**config.mk**
```make
export PLATFORM = sky130hd
export DESIGN_NAME = mesh_port_allocator
export DESIGN_NICKNAME = d
export VERILOG_FILES = /design/src/rtl/mesh_port_allocator_pkg.sv /design/src/rtl/mesh_rr_arbiter.sv /design/src/rtl/mesh_port_allocator.sv
export SDC_FILE = /design/constraint.sdc
export NUM_CORES = 1
export LEC_CHECK = 0
export ABC_AREA = 1
export BUFFER_PORTS_ARGS = -buffer_cell sky130_fd_sc_hd__buf_2
export CAP_MARGIN = 20
export CORE_UTILIZATION = 55
export DETAILED_ROUTE_END_ITERATION = 16
export PLACE_DENSITY = 0.78
export SETUP_SLACK_MARGIN = 0.15
export SYNTH_ARGS = -nofsm -noshare
export SYNTH_HDL_FRONTEND = slang
export SYNTH_SLANG_ARGS = --single-unit
```
**constraint.sdc**
```tcl
create_clock -name clk -period 3.9 [get_ports clk]
set_input_delay 0.585 -clock clk [delete_from_list [all_inputs] [get_ports clk]]
set_output_delay 0.585 -clock clk [all_outputs]
set_load 0.02 [all_outputs]
```
**src/rtl/mesh_port_allocator_pkg.sv**
```systemverilog
// mesh_port_allocator_pkg: shared constants and helpers for the mesh router port allocator.
//   N_PORTS / SEL_W      : router port count and switch select width
//   CORE..WEST           : port index constants
//   lowest_set(v)        : keeps only the lowest set bit of a request vector
//   rr_inc(p)            : round-robin pointer increment, wrapping at the last port
package mesh_port_allocator_pkg;
    localparam int N_PORTS = 5;
    localparam int SEL_W   = $clog2(N_PORTS);
    localparam int CORE    = 0;
    localparam int NORTH   = 1;
    localparam int EAST    = 2;
    localparam int SOUTH   = 3;
    localparam int WEST    = 4;

    function automatic logic [N_PORTS-1:0] lowest_set(input logic [N_PORTS-1:0] v);
        return v & (~v + N_PORTS'(1));
    endfunction

    // Explicit compare: N_PORTS is not a power of two, so natural wrap is wrong.
    function automatic logic [SEL_W-1:0] rr_inc(input logic [SEL_W-1:0] p);
        return (p == SEL_W'(WEST)) ? SEL_W'(CORE) : p + SEL_W'(1);
    endfunction
endpackage

```
**src/rtl/mesh_rr_arbiter.sv**
```systemverilog
// mesh_rr_arbiter: one N_PORTS-way round-robin arbiter for a single output port.
//   clk, reset_n : clock, async active-low reset
//   i_req        : per-input request vector for this output
//   i_en         : output available (register empty or draining)
//   o_grant      : one-hot grant over inputs
//   o_idx        : index of the winning input
//   o_valid      : a grant is issued this cycle
module mesh_rr_arbiter #(
    parameter int N_PORTS = 5,
    parameter int SEL_W   = $clog2(N_PORTS)
) (
    input  logic               clk,
    input  logic               reset_n,
    input  logic [N_PORTS-1:0] i_req,
    input  logic               i_en,
    output logic [N_PORTS-1:0] o_grant,
    output logic [SEL_W-1:0]   o_idx,
    output logic               o_valid
);
    import mesh_port_allocator_pkg::*;

    logic [SEL_W-1:0] ptr_q, ptr_d, cand;
    logic             hit;

    // Scan inputs starting at the pointer; the first requester wins.
    always_comb begin
        hit   = 1'b0;
        o_idx = '0;
        cand  = ptr_q;
        for (int j = 0; j < N_PORTS; j++) begin
            if (!hit && i_req[cand]) begin
                hit   = 1'b1;
                o_idx = cand;
            end
            cand = rr_inc(cand);
        end
        o_valid = hit && i_en;
        o_grant = o_valid ? N_PORTS'(1) << o_idx : '0;
        ptr_d   = o_valid ? rr_inc(o_idx) : ptr_q;
    end

    always_ff @(posedge clk or negedge reset_n) begin
        if (!reset_n) ptr_q <= '0;
        else          ptr_q <= ptr_d;
    end
endmodule

```
**src/rtl/mesh_port_allocator.sv**
```systemverilog
// mesh_port_allocator: round-robin output-port allocator for the 5-port mesh router.
//   clk, reset_n : clock, async active-low reset
//   i_req        : per input, one-hot requested output (lowest bit wins if several)
//   i_en         : per output, downstream consumes the output register this cycle
//   o_grant      : per input, head flit taken (FIFO pop), combinational
//   o_sel        : per output, crossbar select; holds last value when idle
//   o_load       : per output, switch output register loads, combinational
//   o_data_val   : per output, registered, output register holds a valid flit
module mesh_port_allocator #(
    parameter int N_PORTS = 5,
    parameter int SEL_W   = $clog2(N_PORTS)
) (
    input  logic                                clk,
    input  logic                                reset_n,
    input  logic [0:N_PORTS-1][N_PORTS-1:0]     i_req,
    input  logic [0:N_PORTS-1]                  i_en,
    output logic [0:N_PORTS-1]                  o_grant,
    output logic [0:N_PORTS-1][SEL_W-1:0]       o_sel,
    output logic [0:N_PORTS-1]                  o_load,
    output logic [0:N_PORTS-1]                  o_data_val
);
    import mesh_port_allocator_pkg::*;

    logic [N_PORTS-1:0]            req_lsb [N_PORTS];
    logic [N_PORTS-1:0]            req_t   [N_PORTS];
    logic [N_PORTS-1:0]            gnt_t   [N_PORTS];
    logic [SEL_W-1:0]              idx     [N_PORTS];
    logic                          ld      [N_PORTS];
    logic [0:N_PORTS-1][SEL_W-1:0] sel_q, sel_d;
    logic [0:N_PORTS-1]            data_val_q, data_val_d;

    // Transpose per-input requests into per-output request vectors.
    always_comb begin
        for (int i = 0; i < N_PORTS; i++) req_lsb[i] = lowest_set(i_req[i]);
        for (int o = 0; o < N_PORTS; o++)
            for (int i = 0; i < N_PORTS; i++) req_t[o][i] = req_lsb[i][o];
    end

    for (genvar o = 0; o < N_PORTS; o++) begin : g_arb
        mesh_rr_arbiter #(.N_PORTS(N_PORTS), .SEL_W(SEL_W)) u_arb (
            .clk     (clk),
            .reset_n (reset_n),
            .i_req   (req_t[o]),
            .i_en    (i_en[o] | ~data_val_q[o]),
            .o_grant (gnt_t[o]),
            .o_idx   (idx[o]),
            .o_valid (ld[o])
        );
    end

    always_comb begin
        o_grant = '0;
        for (int o = 0; o < N_PORTS; o++) begin
            o_load[o] = ld[o];
            o_sel[o]  = ld[o] ? idx[o] : sel_q[o];
            for (int i = 0; i < N_PORTS; i++) o_grant[i] = o_grant[i] | gnt_t[o][i];
        end
        sel_d      = o_sel;
        data_val_d = o_load | (data_val_q & ~i_en);
    end

    always_ff @(posedge clk or negedge reset_n) begin
        if (!reset_n) begin
            sel_q      <= '0;
            data_val_q <= '0;
        end else begin
            sel_q      <= sel_d;
            data_val_q <= data_val_d;
        end
    end

    assign o_data_val = data_val_q;
endmodule

```
==> results of run 1 <==
==> stage by stage <==
| stage | TNS (ns) | cell area [um2] | util | setup WS [ns] |
|---|---|---|---|---|
| 2_1_floorplan | 0 | 6010 | - | 0.151 |
| 4_1_cts | -0.660 | 7940 | 0.772 | -0.162 |
| 3_3_place_gp | -0.0762 | 7030 | 0.684 | -0.0445 |
| 3_5_place_dp | -0.214 | 7030 | 0.684 | -0.104 |
==> layer usage <==
| metal | GRT usage | overflow |
|---|---|---|
| met4 | 0.635 | 1 |
| met2 | 0.893 | 0 |
| met5 | 0.233 | 0 |
| met1 | 0.683 | 0 |
| met3 | 0.493 | 0 |
==> synthesized netlist by cell type (2+ instances only) <==
master | number | area, um2
nand2_1 | 244 | 916
inv_1 | 140 | 526
nand3_1 | 137 | 686
nor2_1 | 102 | 383
ha_1 | 59 | 738
nand2_2 | 37 | 231
dfrtp_1 | 35 | 876
inv_2 | 30 | 113
o21ai_0 | 30 | 150
nand4_1 | 24 | 150
nand3_2 | 22 | 220
a21oi_1 | 15 | 75.1
nand2_4 | 13 | 146
o21ai_1 | 12 | 60.1
nand3b_1 | 7 | 52.6
nor2_2 | 7 | 43.8
nor2_4 | 6 | 67.6
o21ai_2 | 6 | 52.6
buf_4 | 5 | 37.5
nor3_1 | 4 | 20.0
o211ai_1 | 4 | 30.0
o22ai_1 | 4 | 25.0
o21bai_1 | 3 | 22.5
a21oi_2 | 2 | 17.5
a31oi_1 | 2 | 12.5
or2_2 | 2 | 12.5
==> what timing repair did <==
| action | CTS |
|---|---|
| buffers inserted | 47 |
| gates resized for setup | 129 |
| setup endpoints to repair | 20 |
| pin swaps | 71 |
==> cell families after synthesis <==
family          count (synthesis)
compound gates                 82
xor+xnor                        2
fa+ha+maj                      59
buf+inv                       177
flops                          35
simple gates                  610
==> flow_summary.yaml, run 1 <==
synthesis:
  synth_flop_cell: "dfrtp_1"
  avgSynthCellArea_um2: 6.02
  synth_seq_cells: 35
  synth_edf_count: 0
  synthXorXnorAreaFrac: 0.00302
  ys_seq_area_frac: 0.151
  synthMuxAreaShare: 0
  synth_compound_area_frac: 0.0845
  ys_warn_count: 0
  synth_area_um2: 5810
  synthSimpleGateAreaFrac: 0.515
  synth_top_family_by_area: "simple AND/OR/NAND/NOR gates"
  synthAdderAreaFrac: 0.127
  yosysUniqueCellTypes: 39
  synth_nets: 1056
  async_reset_ff_frac: 1.00
  synth_cells: 965
clocking:
  clock_sinks: 35
  postCtsHoldBufs: 0
  max-clock-path-buffers: 2
  cts_made_buffers: 5
  htreeDepth: 2
  root_buffer: "clkbuf_8"
grt:
  grtUsageTotal: 0.682
  grt-ovfl-total: 1
  grt_max_degree: 36
floorplan:
  rows: 37
  die_w_um: 105
  io_pins: 62
  die_y_um: 105
  initial_core_util: 0.565
sta:
  crit_endpoint: "o_grant[2]"
  worstEpCategory: "top-level output"
run_status:
  status: "stopped before the end"
  tool.error: "[ERROR GRT-0232] Routing congestion too high. Check the congestion heatmap in the GUI."
  haltStage: "5_1_grt"
place:
  dp_hpwl_um: 12900
  port_buffers: 61
  dp.cells: 1235
  gp_congestion: 0.981
==> run 2, diff against run 1 <==
- CORE_UTILIZATION: 55 -> 40
- PLACE_DENSITY: 0.78 -> unset
- PLACE_DENSITY_LB_ADDON: unset -> 0.15
- SETUP_SLACK_MARGIN: 0.15 -> unset
- clock period: 3.9 -> 5.05 ns (I/O delays scaled with it)
==> flow_summary.yaml, run 2 <==
drt:
  drt_iter0_markers: 322
  vias: 6129
  drc: 0
  drt_first_pass_iters: 5
  vias_per_cell: 5.02
  ant_nets: 0
  finalWirelength_um: 16300
  wl_per_cell_um: 13.4
grt:
  grt_max_degree: 36
  grt_pass1_wl_um: 26400
  grt-ovfl-total: 0
  grt_pass1_vias: 5432
  grtUsageTotal: 0.222
  antenna_found_initial: 0
place:
  gp_congestion: 0.902
  dp_hpwl_um: 13300
  port_buffers: 61
  pre_cts_ws_ns: 0.281
synthesis:
  synth_nets: 1056
  ys_seq_area_frac: 0.151
  synth_top_area_frac: 0.158
  synth_area_um2: 5810
  yosysUniqueCellTypes: 39
  synth_area_leaders: "nand2_1 16%, dfrtp_1 15%, ha_1 13%, nand3_1 12%, inv_1 9.0%"
  synth_seq_cells: 35
  synth_edf_count: 0
  avgSynthCellArea_um2: 6.02
  synth_flop_cell: "dfrtp_1"
  synth_largest_area_cell: "nand2_1"
  async_reset_ff_frac: 1.00
  ys_warn_count: 0
  yosysMostFrequentCell: "nand2_1"
  ys_top_cells_by_count: "244 x nand2_1, 140 x inv_1, 137 x nand3_1"
  synth_cells: 965
cells_and_area:
  nets: 1130
  layout_common_cells: "243 x nand2_1, 137 x nand3_1, 132 x inv_1, 98 x nor2_1, 61 x buf_2"
  drive_above_1_share: 0.224
  antenna_cells: 0
  final_core_util: 0.470
  final_common_cell: "nand2_1"
  area_growth_pct: 13.6
setup_path:
  critPathCaptureType: "primary output"
  regToRegEndpoint: "g_arb[1].u_arb.ptr_q[2]"
  r2r-start: "g_arb[1].u_arb.ptr_q[0]"
  cp.required_ns: 4.29
  r2r_cells: 24
  start_kind: "flop"
  critPathArrivalTime_ns: 3.98
  path_class: "reg2out"
  crit_path_end: "o_grant[0]"
  cp_max_fo: 8
  cp-startpoint: "g_arb[3].u_arb.ptr_q[1]"
  rrSetupSlack_ns: 1.40
clocking:
  insertion_delay_ns: 0.29
  path_clk_slew_ns: 0.06
  cts_made_buffers: 5
  clock_sinks: 35
  cts_tree: "yes"
  max-clock-path-buffers: 2
  root_buffer: "clkbuf_16"
  htreeDepth: 2
floorplan:
  io_pins: 62
  coreArea_um2: 14000
  die_area_um2: 15000
  die_w_um: 122
  die_y_um: 122
  rows: 43
  initial_core_util: 0.414
sta:
  hold-worst-slack_ns: 0.499
  max_slew.worst_pin.slew_ns: 0.862
  setup_violations: 0
  slew_headroom: 0.425
  fin_skew_ns: 0.00615
  fin_crit_sh: 0.939
  fmax_mhz: 211
  hold_viol: 0
  setup_slack_ns: 0.310
  finalMaxSlewViolations: 0
  period_needed_ns: 4.74
worst_hold_path:
  hold_path.class: "reg2reg"
job:
  maxCapViolCount: 0
run_status:
  status: "complete, no violations"
run 2: cell counts after synthesis:
No cell type changed its count.
run 2: critical path, stage by stage (launching register included):
cell      delay, ns
dfrtp_2        0.43
inv_2          0.09
ha_2           0.21
a21oi_4        0.23
inv_4          0.08
ha_1           0.22
nand3_2        0.12
nand2_4        0.10
ha_2           0.21
nor2_1         0.09
inv_1          0.05
nand3_2        0.09
nand3_2        0.10
nand2_1        0.10
nand3_1        0.09
or2_1          0.23
nand2_1        0.10
nand2_1        0.07
o211ai_2       0.25
inv_1          0.10
ha_2           0.21
nand3_1        0.08
nor2_1         0.05
nor2_2         0.13
nand3_1        0.10
buf_2          0.17
run 2: worst min-delay path by stage:
stage	from	endpoint	cells past startpoint
5_1_grt	sel_q[1]	sel_q[1]	2
3_5_place_dp	sel_q[8]	sel_q[8]	2
3_3_place_gp	sel_q[11]	sel_q[11]	2
2_1_floorplan	reset_n	g_arb[0].u_arb.ptr_q[0]	0
6_report	sel_q[8]	sel_q[8]	2
4_1_cts	sel_q[8]	sel_q[8]	2
run 2: cell type report:
type,instances,area (um2)
flip-flops and latches,35,882
clock buffers,8,156
repair buffers,73,395
well taps,180,225
multi-input cells,753,4290
fillers,1517,7450
inverters,171,647
run 2: what timing repair did:
action	in CTS	in global routing
setup buffers	0	9
gates resized for setup	2	25
hold buffers	0	0
pin swaps	0	7
endpoints found under the hold margin	0	0
setup endpoints to repair	1	5
run 2: cell families after synthesis:
| logic type | share of synthesized area |
|---|---|
| adders and majority gates | 0.127 |
| buffers and inverters | 0.119 |
| DFF | 0.151 |
| xor gates and xnor gates | 0.00302 |
| and+or+nand+nor | 0.515 |
| AOI/OAI and AO/OA | 0.0845 |
run 2: layer usage:
metal	vias up	wire length [um]	GRT usage
met4	0	165	0.0389
met3	16	940	0.0339
met1	2715	7960	0.312
met5	-	0	0
li1	3240	-	-
met2	158	7250	0.360
run 2: through the flow:
stage,instance area (um2),cells,TNS [ns]
finish,6600,1220,0
global route,6600,1220,-0.0194
CTS,6480,1211,0
detailed placement,6310,1203,0
global placement,6310,1203,0
floorplan,5810,965,0
Power of run 2 is not shown: default switching activity piles up to over one toggle a cycle in this logic, so the estimate is an artifact.
